### config.mk
export PLATFORM = sky130hd
export DESIGN_NAME = gate_input_debouncer
export DESIGN_NICKNAME = d
export VERILOG_FILES = /design/src/rtl/gate_input_debouncer.sv
export SDC_FILE = /design/constraint.sdc
export NUM_CORES = 1
export LEC_CHECK = 0
export CAP_MARGIN = 15
export CORE_ASPECT_RATIO = 1.25
export CORE_MARGIN = 3
export CORE_UTILIZATION = 50
export CTS_BUF_LIST = sky130_fd_sc_hd__clkbuf_8
export CTS_CLUSTER_SIZE = 40
export DETAILED_ROUTE_END_ITERATION = 7
export GPL_ROUTABILITY_DRIVEN = 0
export MAX_ROUTING_LAYER = met4
export PLACE_DENSITY = 0.7
export SYNTH_ARGS = -nofsm -noshare
export SYNTH_HDL_FRONTEND = slang
export SYNTH_SLANG_ARGS = --single-unit
### constraint.sdc
create_clock -name clk -period 1.57 [get_ports clk]
set_input_delay 0.471 -clock clk [delete_from_list [all_inputs] [get_ports clk]]
set_output_delay 0.471 -clock clk [all_outputs]
set_load 0.1 [all_outputs]
### src/rtl/gate_input_debouncer.sv
`default_nettype none
// ============================================================================
//  Module   : gate_input_debouncer
//  Purpose  : Conditions raw board inputs (slide switches, push buttons)
//             before they drive the basic-gate modules. Each channel passes
//             through a 2-flop synchroniser and then a stability filter: a new
//             level must persist for STABLE_CYCLES consecutive samples before
//             it is accepted on db_out. A one-cycle rise/fall pulse marks
//             every accepted transition.
//  Ports    : clk        - system clock, rising edge
//             rst        - synchronous, active-high reset
//             raw_in     - asynchronous raw input levels  [CHANNELS]
//             db_out     - debounced, registered levels   [CHANNELS]
//             rise_pulse - one-cycle pulse on db_out 0->1 [CHANNELS]
//             fall_pulse - one-cycle pulse on db_out 1->0 [CHANNELS]
//  Revision : 1.0 - initial release
// ============================================================================
module gate_input_debouncer #(
    parameter int CHANNELS      = 2,
    parameter int STABLE_CYCLES = 1000
) (
    input  logic                clk,
    input  logic                rst,
    input  logic [CHANNELS-1:0] raw_in,
    output logic [CHANNELS-1:0] db_out,
    output logic [CHANNELS-1:0] rise_pulse,
    output logic [CHANNELS-1:0] fall_pulse
);

    localparam int CNT_W = $clog2(STABLE_CYCLES + 1);

    // Count value at which the candidate level has been seen STABLE_CYCLES
    // times (the accepting sample itself included).
    localparam logic [CNT_W-1:0] c_cnt_last = CNT_W'(STABLE_CYCLES - 1);

    // Two-stage synchroniser; only the second stage feeds the filter.
    logic [CHANNELS-1:0] r_sync1;
    logic [CHANNELS-1:0] r_sync2;

    always_ff @(posedge clk) begin
        if (rst) begin
            r_sync1 <= '0;
            r_sync2 <= '0;
        end else begin
            r_sync1 <= raw_in;
            r_sync2 <= r_sync1;
        end
    end

    generate
        for (genvar i = 0; i < CHANNELS; i++) begin : g_ch
            logic [CNT_W-1:0] r_cnt;
            logic             r_db;
            logic             r_rise;
            logic             r_fall;
            logic             w_diff;
            logic             w_accept;

            // Any sample matching the current output restarts the count,
            // so only an unbroken run of differing samples gets through.
            assign w_diff   = r_sync2[i] ^ r_db;
            assign w_accept = w_diff && (r_cnt == c_cnt_last);

            always_ff @(posedge clk) begin
                if (rst) begin
                    r_cnt  <= '0;
                    r_db   <= 1'b0;
                    r_rise <= 1'b0;
                    r_fall <= 1'b0;
                end else begin
                    // Pulses are registered alongside db_out, so they are
                    // high for exactly the cycle following the update.
                    r_rise <= w_accept &  r_sync2[i];
                    r_fall <= w_accept & ~r_sync2[i];
                    if (!w_diff) begin
                        r_cnt <= '0;
                    end else if (w_accept) begin
                        r_db  <= r_sync2[i];
                        r_cnt <= '0;
                    end else begin
                        r_cnt <= r_cnt + 1'b1;
                    end
                end
            end

            assign db_out[i]     = r_db;
            assign rise_pulse[i] = r_rise;
            assign fall_pulse[i] = r_fall;
        end
    endgenerate

endmodule
`default_nettype wire

# Yosys cells after proc, flatten, opt, wreduce, memory -nomap -nowiden
# Cells that the tools add are included.
# classes
n_addsub	2
eq_ne	2
bitwise	10
n_reduce_logical	6
# ops
op	n
10-bit by 1-bit adder with 10-bit output (second input constant)	2
10-bit == test (second input constant)	2
3-bit OR reduction	2
1-bit bitwise AND	4
1-bit NOT	4
2-bit AND reduction	2
1-bit logical AND	2
1-bit XOR	2
# word_totals
reg_bits	30
input_bits	4
out_inout_bits	6

# Logic depth before layout (Yosys ltp)
# Gate-level depths: netlist of run 1.
# logic_depth
ltp_word	3
mapped_depth	5

# Least setup slack after synthesis of run 1
# Ideal clock, no wire load.
# synth_timing
path_kind	register to register
from	reg g_ch[0].r_cnt[0]
to	reg g_ch[0].r_cnt[7]
arrival_ns	1.179
required_ns	1.451
path_slack_ns	0.273
path_stages_with_launch	6
n_path_buf	0
synth_period_minus_slack_ns	1.297
path_cell_list	dfxtp_1 ha_1 nand2_1 and2b_1 a21oi_1 o221a_2
# synth_via
elab_chain_len	3
word_cells_on_any_way	4
classes_between	add/sub: 1; eq/ne: 1; reduce/logical: 2
# synth_lines
item	line_no	text
start: declaration	52	logic [CNT_W-1:0] r_cnt;
start signal: assignment	81	r_cnt <= r_cnt + 1'b1;
parallel branches: the longest is 3 deep, another holds 10-bit by 1-bit adder with 10-bit output	n/a	
# Several ways; the timed one is not identified.
# A chain may end at the register's enable or synchronous reset.

# Worst setup path in the final report of run 1
# Same ends and word-level chain as after synthesis.

==> run summary, run 1 <==
Status: finished clean
Critical path startpoint category: flip-flop
Sequential fraction of the synthesis area: 48.05%
Post-Syn Area: 0.001250 mm²
Initial DRT Pass Iterations: 4
Htree depth: 2
Share of cells above drive strength 1: 17.36%
Largest net degree at the start of global routing: 10
Antenna Cells: 0
Post-DP Area: 0.001405 mm²
Final Critical Period: 1.422 ns
Vias in the first global route: 873
# rows: 19
Pwr per Cell Area: 942.4 mW/mm²
Period utilization: 90.59%
Layout fillers: 196
CP Class: reg -> reg
Largest cells by area after synthesis: dfxtp_1 48%, xnor2_1 4.2%, nor2_1 3.9%
Setup Buffers After CTS: 0
Post-CTS Resized: 0
Clock sinks: 30
Ys Warns: 0
Vias per inst: 5.200
CTS root buffer: clkbuf_8
Starting Density: 54.77%
Area leader, netlist: dfxtp_1
CTS tree: done
Core Util, Final: 65.57%
CTS Hold Buffers Added: 0
Clk_lat worst skew: 0.28 ns
Post-synthesis cell type count: 36
Critical path arrival: 1.59 ns
Final hold vios: 0
PortBufs: 9
Die width: 50.72 µm
Post-Synthesis Cells: 132
Yosys reg bits: 30
Final net count: 149
Clock Path Buffers: 2
Avg Cell Area, Syn: 9.469 µm²
Fin area: 0.001496 mm²
DRC viols: 0
Leak: 0.0005798 µW
Initial antenna violation count: 0
Fin. max-slew vios: 0
Setup crit end kind: flip-flop
Slew @ Worst Pin: 0.2778 ns
Total core area: 0.002282 mm²
Setup TNS: 0 ns
Die extent in y: 61.90 µm
Total global-route track usage: 16.77%
Area delta synth->final: 19.72%
Syn_nets: 138
Ports: 10
Top cell type's share of synthesized area: 48.05%
Post-Route WL: 2159 µm
Fmax: 703.1 MHz
Slew headroom: 81.48%
Overall power: 1410 µW
Congestion Overflow GR: 0
Req. time, crit path: 1.74 ns
First-pass GRT wire length: 3677 µm
Die Area: 0.003140 mm²
Final setup vio count: 0
Post-route ant nets: 0
Worst VDD drop: 0.0008508 V
Inserted Clock Buffers: 5
Final HPWL from detailed placement: 1609 µm
Total number of vias: 910
Layout Skew: 0.003745 ns
Crit Path Max Fanout: 5
Max-Cap Viols: 0
Pre-CTS WS: -0.03029 ns
WL per Instance: 12.34 µm
Initial detailed-routing violation count: 19
Clock transition at path regs: 0.06 ns
Setup WS post-layout: 0.1478 ns
RSZ-0062 raised after global routing: no
Hold Crit Class: reg -> reg
[stage by stage]
stage / instances / hold WS (ns)
2_1_floorplan: 132 / 0.4138
3_3_place_gp: 167 / 0.4177
3_5_place_dp: 167 / 0.4387
4_1_cts: 175 / 0.4520
5_1_grt: 175 / 0.4695
6_report: 175 / 0.4488
[where the power goes]
part	switching (µW)	total (µW)	leakage [µW]	internal [µW]
clock network	266	612	0.0000524	346
logic	12.4	26.6	0.000285	14.2
registers	3.77	772	0.000243	768
[cells in the final DEF, fill, tap and decap left out, types with 3 or more instances in the layout]
| cell type | n |
|---|---|
| xor2_1 | 5 |
| inv_1 | 4 |
| clkdlybuf4s50_1 | 3 |
| dfxtp_1 | 30 |
| nor3_1 | 4 |
| nor2_1 | 13 |
| a21oi_1 | 5 |
| nand2_1 | 9 |
| buf_12 | 6 |
| xnor2_1 | 6 |
| nand2b_1 | 3 |
| clkbuf_8 | 6 |
| nand3_1 | 8 |
| nand4_1 | 3 |
| and3_1 | 4 |
| nor2b_1 | 4 |
[critical path, cell delays in order, from the launching register on]
cell	delay, ns
dfxtp_1	0.36
ha_1	0.26
nand2_1	0.09
and2b_1	0.27
a21oi_1	0.08
o221a_2	0.26
[cells in the mapped netlist]
cell type	count
o21a_1	1
inv_1	3
and4_1	2
nand4_2	1
nor2b_1	4
nor3_1	4
nor2_2	1
nor2_4	1
o21bai_1	1
ha_1	2
dfxtp_1	30
o211ai_1	2
nand2b_1	3
xnor2_1	6
and3_1	4
o221a_2	1
o21ai_0	1
and2b_2	1
o221a_1	1
a21oi_2	2
and2_2	1
and2b_1	1
o211a_1	1
nand4_1	3
and3_2	2
or3_1	1
a21oi_1	5
a21o_1	1
nor2_1	13
nor3b_1	2
clkbuf_1	1
and2_1	2
nand3_1	8
nand2_1	9
buf_4	6
xor2_1	5
[path summary, 6_finish.rpt]
kind / cells past startpoint / end / slack [ns] / startpoint
hold / removal: 1 / g_ch[0].r_cnt[0]$_SDFF_PP0_ / 0.45 / g_ch[0].r_cnt[0]$_SDFF_PP0_
setup reg to reg: 5 / g_ch[0].r_cnt[7]$_SDFF_PP0_ / 0.15 / g_ch[0].r_cnt[0]$_SDFF_PP0_
setup / recovery: 5 / g_ch[0].r_cnt[7]$_SDFF_PP0_ / 0.15 / g_ch[0].r_cnt[0]$_SDFF_PP0_
hold reg to reg: 1 / g_ch[0].r_cnt[0]$_SDFF_PP0_ / 0.45 / g_ch[0].r_cnt[0]$_SDFF_PP0_
[metal layers]
metal	vias to the layer above	global-route usage, %	share of wire, %
li1	468	-	-
met3	7	6.444	3.6
met4	0	9.231	2.4
met5	-	-	0
met1	424	15.56	42
met2	11	30.04	53
[flip-flops by register name (all words and copies together), names as in the netlist]
signal and cells:
g_ch.r_rise 2, g_ch.r_fall 2, r_sync1 2, g_ch.r_cnt 20, g_ch.r_db 2, r_sync2 2
[cells by family (layout without fill, tap and decap cells)]
family | Yosys count | after routing | share of synthesized area, %
DFF | 30 | 30 | 48.05
adders and majority gates | 2 | 2 | 2.002
and+or+nand+nor | 63 | 63 | 28.03
AOI/OAI and AO/OA | 16 | 16 | 9.409
buffers and inverters | 10 | 22 | 4.804
xor gates and xnor gates | 11 | 11 | 7.708
[layout make-up]
type	instances	area, µm²	share of cell area [%]
well taps	31	38.79	2.592
flip-flops and latches	30	600.6	40.13
repair buffers	11	165.2	11.04
multi-input cells	92	589.3	39.38
inverters	3	11.26	0.7525
clock buffers	6	82.58	5.518
clock inverters	2	8.758	0.5853
Power figures use the tool's default switching activity.
==> run 2: changes to the inputs <==
Settings changed: DONT_BUFFER_PORTS from default to 1, PLACE_DENSITY 0.7 to 0.65.
==> run 2 against run 1 <==
Compared with the run above:
- routed wire length fell by 8.2%
- clock skew rose by 0.0032 ns
- final cell count fell by 2.9%
- sequential share of layout area rose by 3.0 points
- non-clock buffer count fell by 5
- clock power rose by 22%
- clock-buffer cell count fell by 1
- hold slack got worse by 0.20 ns
- global-route usage fell by 1.0 points
- largest cell class unchanged
- highest routed layer unchanged
==> run summary, run 2 (synthesis results as in run 1) <==
Switching share of total power: 19.02% (-1.0 points)
Worst path slowest cell: dfxtp_1
Slew @ Worst Pin: 0.2867 ns (+0.008860 ns)
Total core area: 0.002282 mm² (unchanged)
Vias per inst: 5.276 (+1.5%)
Clock sinks: 30 (unchanged)
Most frequent cells in the layout: 30 x dfxtp_1, 13 x nor2_1, 9 x nand2_1
Biggest register: g_ch.r_cnt
Status: finished clean
Initial DRT Pass Iterations: 4 (unchanged)
Clk_lat worst skew: 0.28 ns (about the same)
Final HPWL from detailed placement: 1485 µm (-7.7%)
Fin area: 0.001394 mm² (-6.9%)
Largest net degree at the start of global routing: 12 (+2)
Congestion Overflow GR: 0 (unchanged)
Critical path arrival: 0.93 ns (-0.66 ns)
Fin cells: 170 (-2.9%)
Period utilization: 89.31% (-1.3 points)
Int Power: 1240 µW (+9.9%)
Total number of vias: 897 (-1.4%)
R2R depth: 5 (unchanged)
Pwr per Cell Area: 1098 mW/mm² (+17%)
Net Sw Power: 291.3 µW (+3.2%)
Cell family with most CP delay: flip-flops
Final Critical Period: 1.402 ns (-0.02005 ns)
Final setup vio count: 0 (unchanged)
Hold Crit Class: in -> reg
Die extent in y: 61.90 µm (unchanged)
Clock transition at path regs: 0.07 ns (about the same)
Reg power frac: 50.4% (-4.3 points)
Req. time, crit path: 1.10 ns (-0.64 ns)
DRC viols: 0 (unchanged)
Critical path startpoint category: flip-flop
CP Class: reg -> out
Worst VDD drop: 0.001431 V (+68%)
PortBufs: 0 (-9)
Layout Skew: 0.006961 ns (+0.003216 ns)
Combinational power share: 0.9% (-1.0 points)
Fmax: 713.2 MHz (+1.4%)
Worst r2r dst: g_ch[0].r_cnt[7]$_SDFF_PP0_
Antenna Cells: 0 (unchanged)
Crit Path Max Fanout: 2 (-3)
Area delta synth->final: 11.51%
CTS tree: done
Initial detailed-routing violation count: 8 (-11)
CTS root buffer: clkbuf_8
Vias in the first global route: 829 (-5.0%)
Reg2reg setup slack: 0.18 ns (+0.03 ns)
Ports: 10 (unchanged)
Post-CTS Resized: 0 (unchanged)
Overall power: 1531 µW (+8.6%)
Starting Density: 54.77% (unchanged)
CP Buf/Inv Count: 1 (+1)
CP Cell Sequence: buf_4
Post-DP Area: 0.001285 mm² (-8.5%)
Post-route ant nets: 0 (unchanged)
Max-Cap Viols: 0 (unchanged)
Die width: 50.72 µm (unchanged)
Commonest non-fill, non-tap cell in the layout: dfxtp_1
Inserted Clock Buffers: 5 (unchanged)
Hold EP: g_ch[1].r_db$_SDFFE_PP0P_
WL per Instance: 11.66 µm (-5.5%)
Setup Buffers After CTS: 0 (unchanged)
Final hold vios: 0 (unchanged)
Htree depth: 2 (unchanged)
Share of cells above drive strength 1: 17.27% (-0.095 points)
Max reg flops: 20 (unchanged)
Leak: 0.0005473 µW (-5.6%)
Hold path start: rst
RR Startpoint: g_ch[0].r_cnt[0]$_SDFF_PP0_
Biggest cell delay along the critical path: 0.34 ns (-0.02 ns)
Total global-route track usage: 15.72% (-1.0 points)
Core Util, Final: 61.07% (-4.5 points)
RSZ-0062 raised after global routing: no
Setup TNS: 0 ns (unchanged)
Clock group share of total power: 48.7% (+5.3 points)
Initial antenna violation count: 0 (unchanged)
# rows: 19 (unchanged)
Dpl cells: 162 (-3.0%)
Post-Route WL: 1983 µm (-8.2%)
Final net count: 144 (-3.4%)
Setup crit end kind: output pin
Die Area: 0.003140 mm² (unchanged)
First-pass GRT wire length: 3325 µm (-9.6%)
Fin. max-slew vios: 0 (unchanged)
CTS Hold Buffers Added: 0 (unchanged)
Slew headroom: 80.89% (-0.59 points)
Worst hold path stage count: 1 (unchanged)
Clock Path Buffers: 2 (unchanged)
-- run 2: changes by cell type in the layout (fill, tap and decap cells not counted), sizes merged --
cell	before	now
buf	8	6
bufinv	0	1
clkbuf	6	5
clkdlybuf4s50	3	0
clkinv	1	2
inv	4	3
-- run 2: metrics by stage --
| stage | setup WS [ns] | hold WS (ns) |
|---|---|---|
| floorplan | 0.2726 | 0.4138 |
| global placement | 0.2152 | 0.4172 |
| detailed placement | 0.1909 | 0.4312 |
| CTS | 0.1485 | 0.2329 |
| global route | 0.09456 | 0.2299 |
| finish | 0.1678 | 0.2454 |
-- run 2: cell type report --
type / instances / area, µm²
fillers: 208 / 888.4
flip-flops and latches: 30 / 600.6
multi-input cells: 92 / 589.3
clock buffers: 5 / 68.82
repair buffers: 6 / 45.04
clock inverters: 3 / 40.04
well taps: 31 / 38.79
inverters: 3 / 11.26
-- run 2: power by group through the flow --
stage	Combinational [µW]	Sequential [µW]	Clock, µW
2_1_floorplan	14.4	787	0
3_3_place_gp	13.5	788	0
3_5_place_dp	13.6	788	0
4_1_cts	13.8	771	779
5_1_grt	15.7	771	802
6_report	13.5	771	746
-- run 2: how the worst max path moves through the flow --
| stage | start | endpoint | cells after the start |
|---|---|---|---|
| finish | g_ch[1].r_db$_SDFFE_PP0P_ | db_out[1] | 1 |
| floorplan | g_ch[0].r_cnt[0]$_SDFF_PP0_ | g_ch[0].r_cnt[7]$_SDFF_PP0_ | 5 |
| global route | g_ch[0].r_cnt[5]$_SDFF_PP0_ | g_ch[0].r_cnt[6]$_SDFF_PP0_ | 4 |
| CTS | g_ch[1].r_db$_SDFFE_PP0P_ | db_out[1] | 1 |
| global placement | g_ch[0].r_cnt[0]$_SDFF_PP0_ | g_ch[0].r_cnt[7]$_SDFF_PP0_ | 5 |
| detailed placement | g_ch[0].r_cnt[0]$_SDFF_PP0_ | g_ch[0].r_cnt[7]$_SDFF_PP0_ | 5 |
-- run 2: worst register-to-register path, delay by kind of cell, from the launching register on --
family	cells	cell delay (ns)
adders and majority gates	1	0.24
and+or+nand+nor	2	0.34
DFF	1	0.35
AOI/OAI and AO/OA	2	0.34
-- run 2: per-layer routing --
layer	global-route usage, %	vias to the layer above	share of wire, %
met5	-	-	0
met2	26.31	12	53
met1	13.80	418	41
met3	8.115	4	4.0
met4	11.15	0	1.9
li1	-	463	-
